### config.mk
export PLATFORM = sky130hd
export DESIGN_NAME = mem_align_ctrl
export DESIGN_NICKNAME = d
export VERILOG_FILES = /design/src/rtl/mem_align_ctrl.sv
export SDC_FILE = /design/constraint.sdc
export NUM_CORES = 1
export LEC_CHECK = 0
export CORE_MARGIN = 5
export CORE_UTILIZATION = 41
export DETAILED_ROUTE_END_ITERATION = 12
export HOLD_SLACK_MARGIN = 0.12
export PLACE_DENSITY = 0.75
export SLEW_MARGIN = 20
export SYNTH_ARGS = -nofsm -noshare
export SYNTH_HDL_FRONTEND = slang
export SYNTH_SLANG_ARGS = --single-unit
export TNS_END_PERCENT = 50
### constraint.sdc
create_clock -name clk_i -period 2.6 [get_ports clk_i]
set_input_delay 0.65 -clock clk_i [delete_from_list [all_inputs] [get_ports clk_i]]
set_output_delay 0.65 -clock clk_i [all_outputs]
set_load 0.02 [all_outputs]
### src/rtl/mem_align_ctrl.sv
// mem_align_ctrl: MEM-stage load/store alignment front end for data_mem.
// Aligned accesses pass through in the same cycle. Misaligned word and
// halfword accesses are split into byte beats, with the pipeline stalled.
// Build option MISALIGN_TRAP_EN rejects misaligned accesses with a trap
// pulse on misalign_o instead of splitting them.
// Ports:
//   clk_i, reset_i           clock, synchronous active-high reset
//   req_i, we_i              access valid, 1 = store
//   width_src_i, addr_i      access width/sign code, byte address
//   wdata_i                  store data (little-endian)
//   mem_we_o, mem_width_src_o, mem_addr_o, mem_wd_o  to data_mem
//   mem_rd_i                 data_mem read data (combinational)
//   rdata_o                  load result to pipeline
//   stall_o                  hold pipeline while a split runs
//   misalign_o               trap pulse (trap build only, else 0)

`ifndef WIDTH_32
`define WIDTH_32  3'd0
`define WIDTH_16S 3'd1
`define WIDTH_16U 3'd2
`define WIDTH_8S  3'd3
`define WIDTH_8U  3'd4
`endif

module mem_align_ctrl #(
  parameter int ADDR_WIDTH = 32
) (
  input  logic                  clk_i,
  input  logic                  reset_i,
  input  logic                  req_i,
  input  logic                  we_i,
  input  logic [2:0]            width_src_i,
  input  logic [ADDR_WIDTH-1:0] addr_i,
  input  logic [31:0]           wdata_i,
  output logic                  mem_we_o,
  output logic [2:0]            mem_width_src_o,
  output logic [ADDR_WIDTH-1:0] mem_addr_o,
  output logic [31:0]           mem_wd_o,
  input  logic [31:0]           mem_rd_i,
  output logic [31:0]           rdata_o,
  output logic                  stall_o,
  output logic                  misalign_o
);

  typedef enum logic {IDLE, SPLIT} state_t;

  state_t                state_q, state_d;
  logic [1:0]            beat_q, beat_d;
  logic [ADDR_WIDTH-1:0] base_q, base_d;
  logic                  we_q, we_d;
  logic [2:0]            width_q, width_d;
  logic [31:0]           wdata_q, wdata_d;
  logic [23:0]           buf_q, buf_d;

  logic       is_half;
  logic       mis;
  logic [1:0] last_beat;
  logic [7:0] wbyte;
  logic [7:0] rbyte;
  logic       mwe;
`ifdef MISALIGN_TRAP_EN
  logic       trap;
`endif

  assign rbyte = mem_rd_i[7:0];

  always_comb begin
    is_half = (width_src_i == `WIDTH_16S) ||
              (width_src_i == `WIDTH_16U);
    mis = 1'b0;
    if (req_i) begin
      if (width_src_i == `WIDTH_32)
        mis = (addr_i[1:0] != 2'b00);
      else if (is_half)
        mis = addr_i[0];
    end
  end

  assign last_beat = (width_q == `WIDTH_32) ? 2'd3 : 2'd1;

  always_comb begin
    case (beat_q)
      2'd0:    wbyte = wdata_q[7:0];
      2'd1:    wbyte = wdata_q[15:8];
      2'd2:    wbyte = wdata_q[23:16];
      default: wbyte = wdata_q[31:24];
    endcase
  end

  // Output decode
  always_comb begin
    mwe             = 1'b0;
    mem_width_src_o = width_src_i;
    mem_addr_o      = addr_i;
    mem_wd_o        = wdata_i;
    rdata_o         = mem_rd_i;
    stall_o         = 1'b0;
`ifdef MISALIGN_TRAP_EN
    trap            = 1'b0;
`endif
    unique case (state_q)
      IDLE: begin
        if (req_i) begin
          mwe = we_i;
          if (mis) begin
`ifdef MISALIGN_TRAP_EN
            mwe     = 1'b0;
            trap    = 1'b1;
            rdata_o = '0;
`else
            mem_width_src_o = `WIDTH_8S;
            mem_wd_o        = {24'b0, wdata_i[7:0]};
            stall_o         = 1'b1;
`endif
          end
        end
      end
      SPLIT: begin
        mwe             = we_q;
        mem_addr_o      = base_q + ADDR_WIDTH'(beat_q);
        mem_width_src_o = `WIDTH_8S;
        mem_wd_o        = {24'b0, wbyte};
        if (beat_q == last_beat) begin
          if (!we_q) begin
            if (width_q == `WIDTH_32)
              rdata_o = {rbyte, buf_q};
            else if (width_q == `WIDTH_16S)
              rdata_o = {{16{rbyte[7]}}, rbyte, buf_q[7:0]};
            else
              rdata_o = {16'b0, rbyte, buf_q[7:0]};
          end
        end else begin
          stall_o = 1'b1;
        end
      end
    endcase
  end

  // No writes reach memory during a reset cycle
  assign mem_we_o = mwe & ~reset_i;

`ifdef MISALIGN_TRAP_EN
  assign misalign_o = trap;
`else
  assign misalign_o = 1'b0;
`endif

  // Next-state logic
  always_comb begin
    state_d = state_q;
    beat_d  = beat_q;
    base_d  = base_q;
    we_d    = we_q;
    width_d = width_q;
    wdata_d = wdata_q;
    buf_d   = buf_q;
    unique case (state_q)
      IDLE: begin
`ifndef MISALIGN_TRAP_EN
        if (mis) begin
          state_d      = SPLIT;
          beat_d       = 2'd1;
          base_d       = addr_i;
          we_d         = we_i;
          width_d      = width_src_i;
          wdata_d      = wdata_i;
          buf_d[7:0]   = rbyte;
        end
`endif
      end
      SPLIT: begin
        if (beat_q == last_beat) begin
          state_d = IDLE;
          beat_d  = 2'd0;
        end else begin
          case (beat_q)
            2'd1:    buf_d[15:8]  = rbyte;
            2'd2:    buf_d[23:16] = rbyte;
            default: buf_d        = buf_q;
          endcase
          beat_d = beat_q + 2'd1;
        end
      end
    endcase
  end

  always_ff @(posedge clk_i) begin
    if (reset_i) begin
      state_q <= IDLE;
      beat_q  <= '0;
      base_q  <= '0;
      we_q    <= 1'b0;
      width_q <= '0;
      wdata_q <= '0;
      buf_q   <= '0;
    end else begin
      state_q <= state_d;
      beat_q  <= beat_d;
      base_q  <= base_d;
      we_q    <= we_d;
      width_q <= width_d;
      wdata_q <= wdata_d;
      buf_q   <= buf_d;
    end
  end

endmodule

==> insert_results.sql, run 1 <==
INSERT INTO impl_metrics (metric_group, metric, value, unit) VALUES
('status', 'run_status', 'finished with violations', ''),
('status', 'violations_in_the_final_reports', 'negative setup slack', ''),
('yosys', 'syn_inst', '758', ''),
('critical_path', 'critPathSlowestCell', 'sky130_fd_sc_hd__or4_4', ''),
('grt', 'largest_net_degree_at_the_start_of_global_routing', '172', ''),
('drt', 'route.top_layer_used', 'met4', ''),
('final_layout', 'layout-drive-gt1-share', '0.377', ''),
('place', 'detailedPlacementHpwl', '14000', 'um'),
('sta', 'worst_slew_margin_rel', '0.646', ''),
('clock_network', 'clkLatencyLatePin', '0.35', 'ns'),
('drt', 'met2_wirelength', '10800', 'um'),
('sta', 'finalCritPeriodShare', '1.23', ''),
('critical_path', 'reg2reg_setup_slack', '0.55', 'ns'),
('place', 'place.gp.congestion', '0.828', ''),
('min_path', 'min_delay_path_class', 'flip-flop to flip-flop', ''),
('job', 'cap_violations', '0', ''),
('clock_network', 'numCtsBuffers', '9', ''),
('yosys', 'yosys-top-cells-area', 'sky130_fd_sc_hd__dfxtp_1 30%, sky130_fd_sc_hd__mux2i_1 16%, sky130_fd_sc_hd__nand2b_1 15%, sky130_fd_sc_hd__o21ai_0 3.3%, sky130_fd_sc_hd__mux2_2 3.2%', ''),
('critical_path', 'worstPathRequired', '1.95', 'ns'),
('final_layout', 'syn2layout_area_growth', '70.8', '%'),
('floorplan', 'fp.dieW', '134', 'um'),
('yosys', 'synthDominantAreaCellType', 'sky130_fd_sc_hd__dfxtp_1', ''),
('power', 'cell_int_power', '2.88', 'mW'),
('floorplan', 'coreArea', '15100', 'sq um'),
('final_layout', 'total_non_filler_cell_area_in_the_finished_layout', '10800', 'sq um'),
('power', 'power.share.switching', '0.299', ''),
('sta', 'grt_setup_unrepaired', 'true', ''),
('power', 'irDropWorstVdd', '0.337', 'mV'),
('drt', 'wire_per_inst', '17.1', 'um'),
('min_path', 'hold_start', 'wdata_q[3]', ''),
('critical_path', 'critical_path.startpoint', 'base_q[0]', ''),
('critical_path', 'critPathMostFrequentCell', 'sky130_fd_sc_hd__buf_6', ''),
('drt', 'detailedRoute.firstPassIterationCount', '6', ''),
('floorplan', 'die_area', '17900', 'sq um'),
('sta', 'final_setup_margin', '-0.588', 'ns'),
('yosys', 'ys_seq_area_frac', '0.302', ''),
('place', 'dpl-instance-area', '9620', 'sq um'),
('clock_network', 'post_cts_hold_buffer_count', '0', ''),
('critical_path', 'worst_setup_path_start_kind', 'flip-flop', ''),
('yosys', 'post-synth-top-area-fraction', '0.302', ''),
('sta', 'setup-violations-final', '67', ''),
('power', 'p_total', '4.11', 'mW'),
('critical_path', 'path_cells', 'ha_4, inv_2, fa_2, and4b_2, nand4_1, buf_6, or4_4, a31oi_4, buf_6', ''),
('sta', 'final.min_clock_period', '3.19', 'ns'),
('sta', 'finalSetupTns', '-20.23', 'ns'),
('yosys', 'postSynthAreaPerCell', '8.31', 'sq um'),
('yosys', 'synth_async_sr_flop_share', '0', ''),
('place', 'place_ws', '-0.736', 'ns'),
('power', 'clockPowerShare', '0.311', ''),
('place', 'port-buffer-count', '203', ''),
('final_layout', 'post_route_utilization', '0.710', ''),
('grt', 'grt.overflow.total', '0', ''),
('yosys', 'mappedNetlistNets', '868', ''),
('floorplan', 'fp-row-count', '45', ''),
('drt', 'routed-via-count', '6750', ''),
('sta', 'slew_viol_final', '0', ''),
('clock_network', 'clkSlewWorstSetupHoldPaths', '0.07', 'ns'),
('power', 'switching_power', '1.23', 'mW'),
('grt', 'grt_antenna_before_repair', '0', ''),
('power', 'p_seq_frac', '0.374', ''),
('sta', 'highest_achievable_clock_rate', '314', 'MHz'),
('floorplan', 'dieHeight', '134', 'um'),
('floorplan', 'effective_utilization_at_floorplan', '0.416', ''),
('grt', 'globalRouteTotalUtil', '0.218', ''),
('critical_path', 'crit_path_max_fanout', '14', ''),
('clock_network', 'numClockSinks', '95', ''),
('sta', 'worst_slew_pin_slew', '0.531', 'ns'),
('power', 'power_density', '382', 'nW/um^2'),
('clock_network', 'cts_tree', 'done', ''),
('yosys', 'dominantRegCellSynth', 'sky130_fd_sc_hd__dfxtp_1', ''),
('grt', 'grt_first_pass_wirelength', '32300', 'um');
[worst register-to-register path: cells and delay by family, from the launching register on]
kind / cells / cell delay (ns)
mux: 1 / 0.27
flops: 1 / 0.36
compound gates: 1 / 0.41
simple gates: 2 / 0.47
buf+inv: 3 / 0.39
[routing by layer]
metal,track usage,vias to the layer above
li1,-,3302
met1,0.282,3234
met2,0.369,179
met3,0.0364,35
met4,0.0749,0
met5,0,-
[power groups by stage]
stage / clock (mW) / sequential, mW / combinational, mW
2_1_floorplan: 0 / 1.57 / 0.578
3_3_place_gp: 0 / 1.57 / 1.20
3_5_place_dp: 0 / 1.57 / 1.21
4_1_cts: 1.30 / 1.54 / 1.22
5_1_grt: 1.37 / 1.54 / 1.37
6_report: 1.28 / 1.54 / 1.29
[cells by family after synthesis]
group | Yosys count | share of synthesized area
simple gates | 339 | 0.310
compound gates | 118 | 0.118
mux | 117 | 0.190
flops | 95 | 0.302
buf+inv | 71 | 0.0514
xor+xnor | 10 | 0.0139
fa+ha+maj | 7 | 0.0151
other cells | 1 | 0.000595
[metrics by stage]
stage                     instances  hold slack (ns)
final                          1275            0.478
after global routing           1275            0.495
after CTS                      1257            0.478
after detailed placement       1216            0.465
after global placement         1216            0.460
after floorplan                 758            0.448
[cell usage after synthesis (13+ instances only)]
master,instances
sky130_fd_sc_hd__nand2b_1,152
sky130_fd_sc_hd__mux2i_1,99
sky130_fd_sc_hd__dfxtp_1,95
sky130_fd_sc_hd__nand2_1,48
sky130_fd_sc_hd__nor2_1,48
sky130_fd_sc_hd__o21ai_0,41
sky130_fd_sc_hd__clkbuf_1,38
sky130_fd_sc_hd__a21oi_1,31
sky130_fd_sc_hd__nor3b_1,25
sky130_fd_sc_hd__a31oi_1,18
sky130_fd_sc_hd__mux2_2,18
sky130_fd_sc_hd__buf_2,13
sky130_fd_sc_hd__nand3_1,13
sky130_fd_sc_hd__or4_1,13
[cell type report]
cell class              instances  area (sq um)
inverters                       9          33.8
clock buffers                  12           256
well taps                     188           235
fillers                      1139          4390
repair buffers                375          3520
multi-input cells             592          4770
flip-flops and latches         95          1910
clock inverters                 4          28.8
[state kept, by name, summed over array words and instances, names as in the netlist]
| register | flops |
|---|---|
| base_q | 32 |
| wdata_q | 32 |
| buf_q | 24 |
| width_q | 3 |
| beat_q | 2 |
| state_q | 1 |
| we_q | 1 |
[worst min path at each step]
stage	depth (start not counted)	end
final	2	wdata_q[3]
after detailed placement	2	wdata_q[28]
after global placement	2	wdata_q[8]
after floorplan	2	wdata_q[10]
after CTS	2	wdata_q[28]
after global routing	2	wdata_q[3]
[timing repair]
action                     in CTS  in global routing
setup endpoints to repair      99                 91
setup buffers                  22                 16
gates resized for setup       446                264
gates cloned                    3                  2
pin swaps                      34                 28
Note: power is estimated with default switching activity, not from simulation.
==> run 2, diff against run 1 <==
Settings changed: CAP_MARGIN set to 10, CORE_UTILIZATION 41 to 30, PLACE_DENSITY 0.75 to unset.
==> insert_results.sql, run 2 (synthesis gave the netlist of run 1 again) <==
INSERT INTO impl_metrics (metric_group, metric, value, unit) VALUES
('status', 'run_status', 'finished with violations', ''),
('status', 'violations_in_the_final_reports', 'negative setup slack', ''),
('drt', 'drtAntennaViolNets', '0', ''),
('clock_network', 'clock_tree.buffer_depth', '2', ''),
('drt', 'drt_wl_total', '21700', 'um'),
('sta', 'setup-violations-final', '67', ''),
('job', 'cap_violations', '0', ''),
('place', 'place_ws', '-0.726', 'ns'),
('grt', 'gr-max-usage-layer', 'met2', ''),
('place', 'detailedPlacementHpwl', '15000', 'um'),
('power', 'power_density', '392', 'nW/um^2'),
('clock_network', 'clkLatencyLatePin', '0.34', 'ns'),
('grt', 'met3_usage', '0.0248', ''),
('critical_path', 'worst_endpoint_data_arrival_time', '2.53', 'ns'),
('power', 'leakagePower', '4.27', 'nW'),
('critical_path', 'critPathMostFrequentCell', 'sky130_fd_sc_hd__buf_6', ''),
('clock_network', 'numCtsBuffers', '9', ''),
('place', 'port-buffer-count', '203', ''),
('clock_network', 'h-tree-depth', '3', ''),
('clock_network', 'clkSlewWorstSetupHoldPaths', '0.07', 'ns'),
('final_layout', 'layout-drive-gt1-share', '0.359', ''),
('sta', 'worst_slew_pin_slew', '0.547', 'ns'),
('clock_network', 'buffer_type_at_the_clock_tree_root', 'sky130_fd_sc_hd__clkbuf_16', ''),
('critical_path', 'crit_path_max_fanout', '14', ''),
('floorplan', 'ios', '205', ''),
('critical_path', 'type_of_the_worst_setup_path', 'flip-flop to output port', ''),
('power', 'irDropWorstVdd', '0.360', 'mV'),
('sta', 'final.min_clock_period', '3.18', 'ns'),
('final_layout', 'most-common-layout-cells', '150 x sky130_fd_sc_hd__nand2b_1, 149 x sky130_fd_sc_hd__buf_4, 99 x sky130_fd_sc_hd__mux2i_1', ''),
('grt', 'grtUsageMet1', '0.233', ''),
('floorplan', 'coreArea', '20800', 'sq um'),
('critical_path', 'critPathSlowestCell', 'sky130_fd_sc_hd__or4_4', ''),
('sta', 'grt_setup_unrepaired', 'true', ''),
('sta', 'final_setup_margin', '-0.577', 'ns'),
('sta', 'finalCritPeriodShare', '1.22', ''),
('final_layout', 'fill_cells', '1973', ''),
('drt', 'drc_errors', '0', ''),
('floorplan', 'fp.dieW', '155', 'um'),
('critical_path', 'crit_buf_inv', '3', ''),
('clock_network', 'cts_tree', 'done', ''),
('sta', 'hold_viol_final', '0', ''),
('floorplan', 'effective_utilization_at_floorplan', '0.302', ''),
('critical_path', 'path_cells', 'ha_4, inv_2, fa_2, and4b_1, nand4_1, buf_6, or4_4, a31oi_4, buf_6', ''),
('drt', 'routed-via-count', '6508', ''),
('sta', 'highest_achievable_clock_rate', '315', 'MHz'),
('floorplan', 'dieHeight', '155', 'um'),
('clock_network', 'post_cts_hold_buffer_count', '0', ''),
('sta', 'slew_viol_final', '0', ''),
('final_layout', 'final_nets', '1183', ''),
('place', 'dpl-instance-area', '9670', 'sq um'),
('drt', 'wire_per_inst', '16.0', 'um'),
('floorplan', 'fp-row-count', '53', ''),
('drt', 'detailedRoute.firstPassIterationCount', '6', ''),
('floorplan', 'die_area', '24000', 'sq um'),
('critical_path', 'max_stage_delay', '0.43', 'ns'),
('grt', 'largest_net_degree_at_the_start_of_global_routing', '75', ''),
('min_path', 'min_delay_path_class', 'flip-flop to flip-flop', ''),
('critical_path', 'path_delay_family', 'simple AND/OR/NAND/NOR gates', ''),
('grt', 'globalRouteTotalUtil', '0.172', ''),
('final_layout', 'multi_input_area', '4720', 'sq um'),
('place', 'place.gp.congestion', '0.828', ''),
('critical_path', 'worst_setup_path_start_kind', 'flip-flop', ''),
('grt', 'met2_usage', '0.284', ''),
('critical_path', 'worstPathRequired', '1.95', 'ns'),
('grt', 'grt.overflow.total', '0', ''),
('grt', 'first_global_vias', '6440', ''),
('clock_network', 'numClockSinks', '95', ''),
('grt', 'grt_antenna_before_repair', '1', ''),
('final_layout', 'area.sequential', '1910', 'sq um'),
('sta', 'finalClockSkew', '0.00622', 'ns'),
('final_layout', 'largestRegisters', 'base_q x32, wdata_q x32, buf_q x24', ''),
('drt', 'viasPerCell', '4.81', ''),
('drt', 'drt_first_iter_violations', '367', ''),
('final_layout', 'syn2layout_area_growth', '71.7', '%'),
('sta', 'worst_slew_margin_rel', '0.635', ''),
('final_layout', 'mostFrequentLayoutCell', 'sky130_fd_sc_hd__nand2b_1', ''),
('grt', 'grt_first_pass_wirelength', '34000', 'um'),
('critical_path', 'endpoint_kind', 'output port', ''),
('final_layout', 'total_non_filler_cell_area_in_the_finished_layout', '10800', 'sq um');
run 2: cell types whose count changed in the layout (fill, tap and decap cells not counted), sizes merged, moves of 2 or more:
cell           before  now
buf               256  250
bufinv              0    2
clkbuf             21   16
clkdlybuf4s15       5    7
dlygate4sd1         3    1
dlygate4sd2         5    7
run 2: per-layer routing:
| layer | wire (um) | share of wire |
|---|---|---|
| met2 | 10300 | 0.48 |
| met1 | 10100 | 0.46 |
| met4 | 339 | 0.016 |
| met3 | 935 | 0.043 |
| met5 | 0 | 0 |
run 2: metrics by stage:
step	cells	setup TNS, ns	util	hold slack [ns]	total power [mW]
after floorplan	758	-2.67	-	0.448	2.15
after global placement	1299	-40.08	0.464	0.460	2.78
after detailed placement	1299	-41.53	0.464	0.464	2.78
after CTS	1343	-17.14	0.499	0.478	4.24
after global routing	1354	-21.51	0.519	0.496	4.44
final	1354	-14.56	0.519	0.475	4.24
run 2: power breakdown:
part           leakage, nW  internal [mW]  switching (mW)
sequential           0.774           1.50          0.0336
combinational         3.35          0.670           0.611
clock                0.146          0.845           0.581
total                 4.27           3.02            1.23
run 2: path summary, 6_finish.rpt:
check	startpoint	end	slack, ns	cells after the start
max	base_q[0]	mem_addr_o[22]	-0.58	9
min	wdata_q[24]	wdata_q[24]	0.48	2
max reg2reg	beat_q[1]	buf_q[17]	0.70	6
min reg2reg	wdata_q[24]	wdata_q[24]	0.48	2
run 2: cell type report:
class | count | share of cell area
clock inverters | 5 | 0.00752
well taps | 275 | 0.0318
diodes | 1 | 0.000231
clock buffers | 11 | 0.0215
multi-input cells | 592 | 0.437
flip-flops and latches | 95 | 0.177
inverters | 9 | 0.00359
repair buffers | 366 | 0.322
run 2: tightest hold or removal path, stage by stage (launching register included):
cell and delay [ns]:
sky130_fd_sc_hd__dfxtp_1 0.31, sky130_fd_sc_hd__nand2b_1 0.06, sky130_fd_sc_hd__mux2i_1 0.05
run 2: timing repair:
action / in CTS / in global routing
cloned: 6 / 2
setup buffers: 22 / 8
pin swaps: 23 / 20
resized for setup: 500 / 190
setup endpoints to repair: 100 / 93
==> run 3, diff against run 2 <==
Settings changed: CORE_ASPECT_RATIO set to 1.75, GPL_TIMING_DRIVEN set to 1.
==> insert_results.sql, run 3 (synthesis gave the netlist of run 1 again) <==
INSERT INTO impl_metrics (metric_group, metric, value, unit) VALUES
('min_path', 'min_delay_path_class', 'flip-flop to flip-flop', ''),
('place', 'port-buffer-count', '203', ''),
('drt', 'drt_first_iter_violations', '316', ''),
('clock_network', 'h-tree-depth', '3', ''),
('floorplan', 'fp.dieW', '120', 'um'),
('sta', 'worst_slew_margin_rel', '0.593', ''),
('floorplan', 'effective_utilization_at_floorplan', '0.303', ''),
('grt', 'globalRouteTotalUtil', '0.178', ''),
('status', 'run_status', 'finished with violations', ''),
('critical_path', 'endpoint_kind', 'output port', ''),
('floorplan', 'ios', '205', ''),
('clock_network', 'numClockSinks', '95', ''),
('power', 'leakagePower', '4.22', 'nW'),
('final_layout', 'syn2layout_area_growth', '69.9', '%'),
('final_layout', 'most-common-layout-cells', '151 x sky130_fd_sc_hd__nand2b_1, 143 x sky130_fd_sc_hd__buf_4, 99 x sky130_fd_sc_hd__mux2i_1', ''),
('clock_network', 'clkSlewWorstSetupHoldPaths', '0.08', 'ns'),
('floorplan', 'dieHeight', '202', 'um'),
('place', 'placed_cells_incl_taps', '1279', ''),
('floorplan', 'fp-row-count', '70', ''),
('clock_network', 'clock_tree.buffer_depth', '2', ''),
('final_layout', 'final_nets', '1183', ''),
('min_path', 'hold_start', 'wdata_q[2]', ''),
('drt', 'drc_errors', '0', ''),
('critical_path', 'r2r_cells', '8', ''),
('final_layout', 'layout-drive-gt1-share', '0.344', ''),
('place', 'dpl-instance-area', '9670', 'sq um'),
('drt', 'drt_wl_total', '22200', 'um'),
('grt', 'grt_antenna_before_repair', '1', ''),
('final_layout', 'area.sequential', '1920', 'sq um'),
('sta', 'grt_setup_unrepaired', 'true', ''),
('sta', 'worst_slew_pin_slew', '0.611', 'ns'),
('clock_network', 'clkLatencyLatePin', '0.34', 'ns'),
('power', 'irDropWorstVdd', '0.419', 'mV'),
('sta', 'highest_achievable_clock_rate', '318', 'MHz'),
('critical_path', 'type_of_the_worst_setup_path', 'flip-flop to output port', ''),
('final_layout', 'post_layout_nonfiller_instances', '1331', ''),
('critical_path', 'worst_endpoint_data_arrival_time', '2.49', 'ns'),
('final_layout', 'post_route_utilization', '0.516', ''),
('grt', 'first_global_vias', '6595', ''),
('clock_network', 'post_cts_hold_buffer_count', '0', ''),
('critical_path', 'setup.worst_path.end', 'mem_addr_o[30]', ''),
('critical_path', 'worstPathRequired', '1.95', 'ns'),
('sta', 'finalCritPeriodShare', '1.21', ''),
('grt', 'largest_net_degree_at_the_start_of_global_routing', '172', ''),
('clock_network', 'buffer_type_at_the_clock_tree_root', 'sky130_fd_sc_hd__clkbuf_16', ''),
('clock_network', 'cts_tree', 'done', ''),
('final_layout', 'fill_cells', '1999', ''),
('drt', 'detailedRoute.firstPassIterationCount', '4', ''),
('place', 'place_ws', '-0.711', 'ns'),
('drt', 'drtAntennaViolNets', '0', ''),
('floorplan', 'die_area', '24100', 'sq um'),
('critical_path', 'crit_path_max_fanout', '15', ''),
('drt', 'routed-via-count', '6467', ''),
('grt', 'grt.overflow.total', '0', ''),
('final_layout', 'total_non_filler_cell_area_in_the_finished_layout', '10700', 'sq um'),
('sta', 'finalClockSkew', '0.0105', 'ns'),
('floorplan', 'coreArea', '20800', 'sq um'),
('final_layout', 'largestRegisters', 'base_q x32, wdata_q x32, buf_q x24', ''),
('critical_path', 'worstReg2RegStart', 'beat_q[1]', ''),
('clock_network', 'numCtsBuffers', '9', ''),
('sta', 'slew_viol_final', '0', ''),
('sta', 'final.min_clock_period', '3.14', 'ns'),
('critical_path', 'worst_setup_path_start_kind', 'flip-flop', ''),
('status', 'violations_in_the_final_reports', 'negative setup slack', ''),
('final_layout', 'mostFrequentLayoutCell', 'sky130_fd_sc_hd__nand2b_1', ''),
('place', 'detailedPlacementHpwl', '15100', 'um'),
('job', 'cap_violations', '0', ''),
('drt', 'viasPerCell', '4.86', ''),
('drt', 'wire_per_inst', '16.7', 'um'),
('grt', 'grt_first_pass_wirelength', '34900', 'um'),
('critical_path', 'critical_path.startpoint', 'base_q[0]', ''),
('sta', 'setup-violations-final', '63', ''),
('place', 'place.gp.congestion', '0.845', ''),
('sta', 'hold_viol_final', '0', ''),
('critical_path', 'destination_of_the_worst_register_to_register_timing_path', 'buf_q[10]', ''),
('final_layout', 'multi_input_area', '4640', 'sq um'),
('critical_path', 'reg2reg_setup_slack', '0.59', 'ns'),
('power', 'power_density', '391', 'nW/um^2'),
('sta', 'final_setup_margin', '-0.545', 'ns'),
('sta', 'finalHoldWorstSlack', '0.475', 'ns');
[run 3: changes by cell type in the layout (fill, tap and decap cells not counted), sizes merged, moves of 2 or more]
| cell | previous run | this run |
|---|---|---|
| clkinvlp | 2 | 0 |
| inv | 10 | 12 |
| clkdlybuf4s15 | 7 | 15 |
| clkinv | 0 | 2 |
| clkbuf | 16 | 28 |
| buf | 250 | 225 |
| dlygate4sd2 | 7 | 11 |
[run 3: worst min path at each step]
| stage | end | slack [ns] | cells after the start |
|---|---|---|---|
| final | wdata_q[2] | 0.47 | 2 |
| after detailed placement | wdata_q[2] | 0.46 | 2 |
| after global routing | wdata_q[13] | 0.49 | 2 |
| after floorplan | wdata_q[10] | 0.45 | 2 |
| after CTS | wdata_q[8] | 0.48 | 2 |
| after global placement | wdata_q[9] | 0.46 | 2 |
[run 3: worst max-delay path: stages (launching register included)]
cell and delay [ns]:
sky130_fd_sc_hd__dfxtp_2 0.35, sky130_fd_sc_hd__ha_4 0.14, sky130_fd_sc_hd__inv_2 0.04, sky130_fd_sc_hd__fa_2 0.34, sky130_fd_sc_hd__and4b_1 0.28, sky130_fd_sc_hd__nand4_1 0.11
sky130_fd_sc_hd__buf_6 0.17, sky130_fd_sc_hd__or4_4 0.43, sky130_fd_sc_hd__a31oi_4 0.14, sky130_fd_sc_hd__buf_6 0.14
[run 3: stage by stage]
| step | power (mW) | TNS [ns] |
|---|---|---|
| global placement | 2.79 | -40.84 |
| detailed placement | 2.79 | -42.61 |
| finish | 4.19 | -18.17 |
| global route | 4.37 | -23.35 |
| floorplan | 2.15 | -2.67 |
| CTS | 4.22 | -22.00 |
[run 3: cell type report]
cell class,instances,share of cell area
Multi-Input combinational cell,593,0.434
Timing Repair Buffer,365,0.325
Sequential cell,95,0.179
Tap cell,252,0.0295
Clock buffer,10,0.0223
Clock inverter,6,0.00713
Inverter,9,0.00316
Antenna cell,1,0.000234
[run 3: power breakdown]
part / internal (mW) / switching, mW / leakage [nW]
clock network: 0.791 / 0.626 / 0.156
logic: 0.637 / 0.596 / 3.29
registers: 1.50 / 0.0326 / 0.774
[run 3: metal layers]
metal / routed length, um / track usage
met1: 8660 / 0.198
met2: 12200 / 0.341
met3: 850 / 0.0287
met4: 551 / 0.0520
met5: 0 / 0
[run 3: repair_timing]
item	in CTS	in global routing
cloned	7	3
endpoints found under the setup margin	99	91
resized for setup	377	196
pin swaps	17	21
endpoints found under the hold margin	0	0
buffers inserted	9	17
==> edit, RTL diff (settings of run 3) <==
Change the parameter `ADDR_WIDTH` from 32 to 48.
--- a/src/rtl/mem_align_ctrl.sv
+++ b/src/rtl/mem_align_ctrl.sv
@@ -24,5 +24,5 @@
 
 module mem_align_ctrl #(
-  parameter int ADDR_WIDTH = 32
+  parameter int ADDR_WIDTH = 48
 ) (
   input  logic                  clk_i,
Interface: changed (resized addr_i and mem_addr_o); port bits go from 205 to 237. The function was not compared with the original's and may differ.
==> edit against run 3 <==
  * Cell count up 13%
  * Setup slack gained 49 ps
  * Area after synthesis up 2.8%
  * Sequential power grew 16%
  * Sequential cell count is 16 higher
  * First-iteration DRC count shrank 22%
  * Sequential share of layout area rose by 0.30 points
  * Combinational power increased by 18%
  * Largest cell class unchanged
  * Final area rose by 15%
  * Total power grew 11%
  * Routed wire length increased by 13%
  * The flow still finishes with violations (setup timing)
  * Utilization up 6.1 points
==> edit: results (changes against run 3) <==
- Status: finished with violations (unchanged)
- Failing checks: setup timing (unchanged)
- Met3 Track Usage GR: 0.0321 (was 0.0287)
- DR WL met2: 14000 um (was 12200 um)
- Setup violations, final: 84 (was 63)
- Setup TNS: -23450 ps (was -18170 ps)
- Synth Area in XOR/XNOR: 0.0608 (was 0.0139)
- Largest net degree at the start of global routing: 78 (was 172)
- Worst Setup Slack, final: -496 ps (was -545 ps)
- WL met3: 1090 um (was 850 um)
- Synth-to-Final Area Change: 90.6% (was 69.9%)
- Flop pwr share: 0.384 (was 0.367)
- Global-route wire length before repair: 38200 um (was 34900 um)
- PortBufs: 235 (was 203)
- Synthesized Nets: 930 (was 868)
- Vias in the first global route: 7348 (was 6595)
- Met2 GRT Util: 0.378 (was 0.341)
- Power Internal: 3280 uW (was 2930 uW)
- GR Util met1: 0.207 (was 0.198)
- Yosys cell types: 45 (was 49)
- Largest regs: base_q: 48 flops, wdata_q: 32 flops, buf_q: 24 flops (was base_q: 32 flops, wdata_q: 32 flops, buf_q: 24 flops)
- Max stage delay on crit path: 390 ps (was 430 ps)
- Pre-antenna DRT Iters: 5 (was 4)
- R2R Setup Slk: 560 ps (was 590 ps)
- Capture point of the worst reg-to-reg path: buf_q[14]$_SDFFE_PP0P_ (was buf_q[10]$_SDFFE_PP0P_)
edit: what timing repair did:
item / in CTS / in global routing
setup buffers: 64 / 32
resized for setup: 748 / 170
setup endpoints to repair: 207 / 204
pin swaps: 65 / 85
hold endpoints to repair: 0 / 0
cloned: 6 / 1
edit: area by class of cell:
cell class | count | area share
clock buffers | 11 | 0.0197
clock inverters | 5 | 0.00446
inverters | 11 | 0.00395
multi-input cells | 624 | 0.413
flip-flops and latches | 111 | 0.182
well taps | 292 | 0.0296
repair buffers | 449 | 0.347
edit: worst max path at each step:
stage                     slack (ps)              to                    from
final                           -500  mem_addr_o[47]  beat_q[1]$_SDFFE_PP0P_
after global routing            -610  mem_addr_o[18]  base_q[0]$_SDFFE_PP0P_
after CTS                       -620  mem_addr_o[18]  base_q[0]$_SDFFE_PP0P_
after detailed placement        -810    mem_wd_o[19]               addr_i[1]
after global placement          -730    mem_wd_o[27]               addr_i[1]
after floorplan                  -40  mem_addr_o[14]  beat_q[0]$_SDFFE_PP0P_
